[src/rtl/bool_array_fill.sv]
// rtl/bool_array_fill.sv - counted loop that clears/sets/toggles/copies one bit of a boolean array per iteration
//
// Purpose:
//   On an accepted run request, walks a loop of i_count iterations. Each
//   iteration spends one cycle in BODY0, where one bit of the field array is
//   written, and one cycle in BODY1, which is reserved. The bit index wraps
//   modulo N_BITS, so counts larger than the array revisit earlier bits.
//   Busy lasts 3*count+3 enabled cycles.
//
// Optional feature:
//   BOOL_ARRAY_FILL_DONE_PULSE_EN adds o_run_done. It is a one-cycle
//   registered pulse that coincides with busy falling.
//
// Ports:
//   clock       in   system clock, rising edge
//   reset       in   synchronous active-high reset (overrides ce)
//   ce          in   clock enable; all state holds while low
//   i_run_req   in   start request, only sampled in IDLE
//   i_count     in   iteration count, latched at accept
//   i_mode      in   0=clear 1=set 2=toggle 3=copy i_val, latched at accept
//   i_val       in   copy value for mode 3, latched at accept
//   o_run_busy  out  high from accept+1 until the loop is done
//   o_fld_a     out  boolean field array register
//   o_run_done  out  done pulse (only with BOOL_ARRAY_FILL_DONE_PULSE_EN)

module bool_array_fill #(
  parameter int                N_BITS    = 8,
  parameter int                CNT_W     = 8,
  parameter logic [N_BITS-1:0] RESET_VAL = '0
) (
  input  logic              clock,
  input  logic              reset,
  input  logic              ce,
  input  logic              i_run_req,
  input  logic [CNT_W-1:0]  i_count,
  input  logic [1:0]        i_mode,
  input  logic              i_val,
`ifdef BOOL_ARRAY_FILL_DONE_PULSE_EN
  output logic              o_run_done,
`endif
  output logic              o_run_busy,
  output logic [N_BITS-1:0] o_fld_a
);

  localparam int IDX_W = (N_BITS > 1) ? $clog2(N_BITS) : 1;
  localparam logic [IDX_W-1:0] IDX_LAST = IDX_W'(N_BITS - 1);

  typedef enum logic [2:0] {
    S_IDLE  = 3'd0,
    S_INIT  = 3'd1,
    S_CHECK = 3'd2,
    S_BODY0 = 3'd3,
    S_BODY1 = 3'd4,
    S_DONE  = 3'd5
  } state_t;

  state_t              r_state;
  logic                r_busy;
  logic [N_BITS-1:0]   r_fld;
  logic [CNT_W-1:0]    r_cnt;
  logic [1:0]          r_mode;
  logic                r_val;
  logic [CNT_W-1:0]    r_i;
  logic [IDX_W-1:0]    r_idx;
  logic                w_new_bit;

  // Value written to the addressed bit in BODY0, from the latched mode.
  always_comb begin
    w_new_bit = 1'b0;
    case (r_mode)
      2'd0:    w_new_bit = 1'b0;
      2'd1:    w_new_bit = 1'b1;
      2'd2:    w_new_bit = ~r_fld[r_idx];
      default: w_new_bit = r_val;
    endcase
  end

`ifdef BOOL_ARRAY_FILL_DONE_PULSE_EN
  logic r_done;

  // The pulse is set on the edge leaving DONE. It clears on the next enabled
  // edge, so a ce-low stretch holds it instead of re-pulsing.
  always_ff @(posedge clock) begin
    if (reset) begin
      r_done <= 1'b0;
    end else if (ce) begin
      r_done <= (r_state == S_DONE);
    end
  end

  assign o_run_done = r_done;
`endif

  always_ff @(posedge clock) begin
    if (reset) begin
      r_state <= S_IDLE;
      r_busy  <= 1'b0;
      r_fld   <= RESET_VAL;
      r_cnt   <= '0;
      r_mode  <= 2'd0;
      r_val   <= 1'b0;
      r_i     <= '0;
      r_idx   <= '0;
    end else if (ce) begin
      case (r_state)
        S_IDLE: begin
          if (i_run_req) begin
            r_cnt   <= i_count;
            r_mode  <= i_mode;
            r_val   <= i_val;
            r_busy  <= 1'b1;
            r_state <= S_INIT;
          end
        end
        S_INIT: begin
          r_i     <= '0;
          r_idx   <= '0;
          r_state <= S_CHECK;
        end
        S_CHECK: begin
          // The counter stops at r_cnt, which fits in CNT_W, so it cannot wrap.
          if (r_i < r_cnt) begin
            r_state <= S_BODY0;
          end else begin
            r_state <= S_DONE;
          end
        end
        S_BODY0: begin
          r_fld[r_idx] <= w_new_bit;
          r_i          <= r_i + 1'b1;
          r_idx        <= (r_idx == IDX_LAST) ? '0 : r_idx + 1'b1;
          r_state      <= S_BODY1;
        end
        S_BODY1: begin
          r_state <= S_CHECK;
        end
        S_DONE: begin
          r_busy  <= 1'b0;
          r_state <= S_IDLE;
        end
        default: begin
          r_busy  <= 1'b0;
          r_state <= S_IDLE;
        end
      endcase
    end
  end

  assign o_run_busy = r_busy;
  assign o_fld_a    = r_fld;

endmodule

[config.mk]
export PLATFORM = sky130hd
export DESIGN_NAME = bool_array_fill
export DESIGN_NICKNAME = d
export VERILOG_FILES = /design/src/rtl/bool_array_fill.sv
export SDC_FILE = /design/constraint.sdc
export NUM_CORES = 1
export LEC_CHECK = 0
export ABC_AREA = 1
export BUFFER_PORTS_ARGS = -buffer_cell sky130_fd_sc_hd__buf_2
export CORE_AREA = 4 4 64 66
export CTS_CLUSTER_SIZE = 20
export DETAILED_ROUTE_END_ITERATION = 10
export DIE_AREA = 0 0 68 70
export PLACE_DENSITY = 0.73
export RECOVER_POWER = 50
export SETUP_SLACK_MARGIN = 0.02
export SLEW_MARGIN = 20
export SYNTH_ARGS = -nofsm -noshare
export SYNTH_HDL_FRONTEND = slang
export SYNTH_SLANG_ARGS = --single-unit
export TNS_END_PERCENT = 20
[constraint.sdc]
create_clock -name clock -period 4 [get_ports clock]
set_clock_uncertainty 0.05 [all_clocks]
set_input_delay 0.6 -clock clock [delete_from_list [all_inputs] [get_ports clock]]
set_output_delay 0.6 -clock clock [all_outputs]
set_load 0.01 [all_outputs]
==> flow_summary.ini <==
[die]
start_util_pct = 51.9
rows = 22
die_w_um = 68
die_h_um = 70
dieArea_um2 = 4760
fp.coreArea_um2 = 3580
boundaryPins = 24

[grt]
grt_usage_pct = 17.1
grt_pass1_vias = 1560
grt_max_degree = 22
grt_antenna_before_repair = 0
grt.overflow.total = 0
grt_first_pass_wirelength_mm = 6.32

[place]
place_hpwl_mm = 2.68
portBuffers = 23
place_congestion = 0.841

[power]
power_frac_clock_pct = 27.3
power_density_nw_per_um2 = 326
power.total_uw = 639
combPwrFrac_pct = 15.7
p_leak_nw = 0.860
intPower_uw = 456
ir_drop_uv = 142
swShare_pct = 28.7
switching_power_uw = 183
p_seq_share_pct = 57.0

[timing]
max_freq_mhz = 452
hold_viol_final = 0
rsz0062_at_grt = false
period_minus_slack_ns = 2.21
setup_viol = 0
tightest_slew_ns = 0.875
fin_crit_sh_pct = 55.3
drv_slew = 0
tns_ns = 0
slew_headroom_pct = 41.1

[yosys]
ys_ff_latch = 34
ys.flop_type = dfxtp_1
yosysWarnings = 0
syn_inst = 254
synth_area_um2 = 1860
seq_area_frac_synth_pct = 36.7
async_flop_share_pct = 0
synth_area_per_cell_um2 = 7.31
synth_edf_count = 0
synth.distinct_cells = 32
synth.net_count = 279

[cts]
hold_buffers = 0
post-cts-setup-buffer-count = 0
root_buffer = clkbuf_4
clk_pin_slew_ns = 0.10
clock_sinks = 34
clk_latency_ns = 0.33
cts-resized-gates = 0
cts_max_level = 2
cts_tree = done
clockBufferDepth = 2
cts_buffers = 5

[min_path]
hold_end = r_cnt[0]
hp-start = r_cnt[0]
min_path_cells = 2
hp-class = flip-flop to flip-flop

[detailed_routing]
drt_iter0_drc = 59
routed_wl_mm = 3.51
wire_per_inst_um = 10.8
ant_nets = 0
vias_per_cell = 4.91
drc = 0
dr.pass1.iters = 4
routed-via-count = 1601

[layout]
layout_commonest_cell = nand2_1
final_nets = 303
final_cell_mix = 43 x nand2_1, 37 x inv_1, 34 x dfxtp_1
syn2layout_area_growth_pct = 5.53
diodes = 0
drive_gt1_share_pct = 12.6

[critical_path]
cp-startpoint = r_state[0]
cp-end-kind = flip-flop
path_class = flip-flop to flip-flop
startpoint_type = flip-flop
r2r_slack_ns = 1.79
r2r_cells = 7
required_ns = 4.17
critPathMaxFanout = 21
worst_r2r_startpoint = r_state[0]
r2r-end = r_mode[0]
crit_arrival_ns = 2.38

[run_status]
outcome = finished clean

[run]
cap_violations = 0
-- final cells by class --
| class | count | area, um^2 |
|---|---|---|
| fillers | 372 | 1620 |
| clock buffers | 7 | 45.0 |
| inverters | 41 | 154 |
| flip-flops and latches | 34 | 681 |
| repair buffers | 23 | 103 |
| well taps | 48 | 60.1 |
| multi-input cells | 173 | 917 |
-- state kept, by name, summed over array words and instances, names as in the netlist --
name / cells
o_fld_a: 8
o_run_busy: 1
r_cnt: 8
r_i: 8
r_idx: 3
r_mode: 2
r_state: 3
r_val: 1
-- per-layer routing --
layer | share of wire (%) | vias to the layer above | track usage [%]
met5 | 0 | - | 0
met2 | 46 | 30 | 27.3
li1 | - | 857 | -
met4 | 2.6 | 0 | 7.73
met3 | 4.6 | 8 | 5.14
met1 | 47 | 706 | 20.7
-- how the worst max path moves through the flow --
stage / to / cells after the start
finish: r_mode[0] / 7
global route: r_cnt[1] / 7
floorplan: r_i[7] / 7
CTS: r_mode[0] / 7
detailed placement: r_mode[0] / 6
global placement: r_mode[0] / 6
-- synth_stat cells, types with 5 or more instances --
| master | number | area [um^2] |
|---|---|---|
| dfxtp_1 | 34 | 681 |
| nand3_1 | 21 | 105 |
| a21oi_1 | 22 | 110 |
| nor2_1 | 32 | 120 |
| nor2_2 | 5 | 31.3 |
| o21ai_0 | 6 | 30.0 |
| nand2_1 | 41 | 154 |
| ha_1 | 10 | 125 |
| inv_1 | 37 | 139 |
| o21ai_1 | 10 | 50.1 |
-- metrics by stage --
| stage | hold slack [ns] | std cells | setup WS [ns] | area, um^2 | utilization [%] |
|---|---|---|---|---|---|
| after floorplan | 0.386 | 254 | 2.53 | 1860 | - |
| after global placement | 0.403 | 319 | 2.16 | 1990 | 55.7 |
| after detailed placement | 0.405 | 319 | 2.14 | 1990 | 55.7 |
| after CTS | 0.419 | 326 | 2.32 | 2040 | 57.0 |
| after global routing | 0.446 | 326 | 1.59 | 1960 | 54.8 |
| final | 0.418 | 326 | 1.79 | 1960 | 54.8 |
-- kinds of logic after synthesis --
kind of cell	count (synthesis)	share of synthesized area (%)
AO/OA/AOI/OAI	45	13.8
adder cells (fa/ha/maj)	10	6.74
buffers and inverters	47	10.4
flip-flops	34	36.7
AND/OR/NAND/NOR	118	32.4
-- critical path, cell delays in order, from the launching register on --
cell	delay (ns)
dfxtp_1	0.44
inv_2	0.05
nand2_1	0.12
nor2_4	0.06
o21ai_0	0.60
nand2_2	0.43
o21ai_0	0.29
a21oi_1	0.06
-- power groups by stage --
stage	sequential, mW	combinational [mW]	clock, mW
2_1_floorplan	0.371	0.0878	0
3_3_place_gp	0.372	0.107	0
3_5_place_dp	0.372	0.108	0
4_1_cts	0.365	0.109	0.184
5_1_grt	0.367	0.115	0.197
6_report	0.364	0.101	0.174
(Power assumes the default switching activity.)
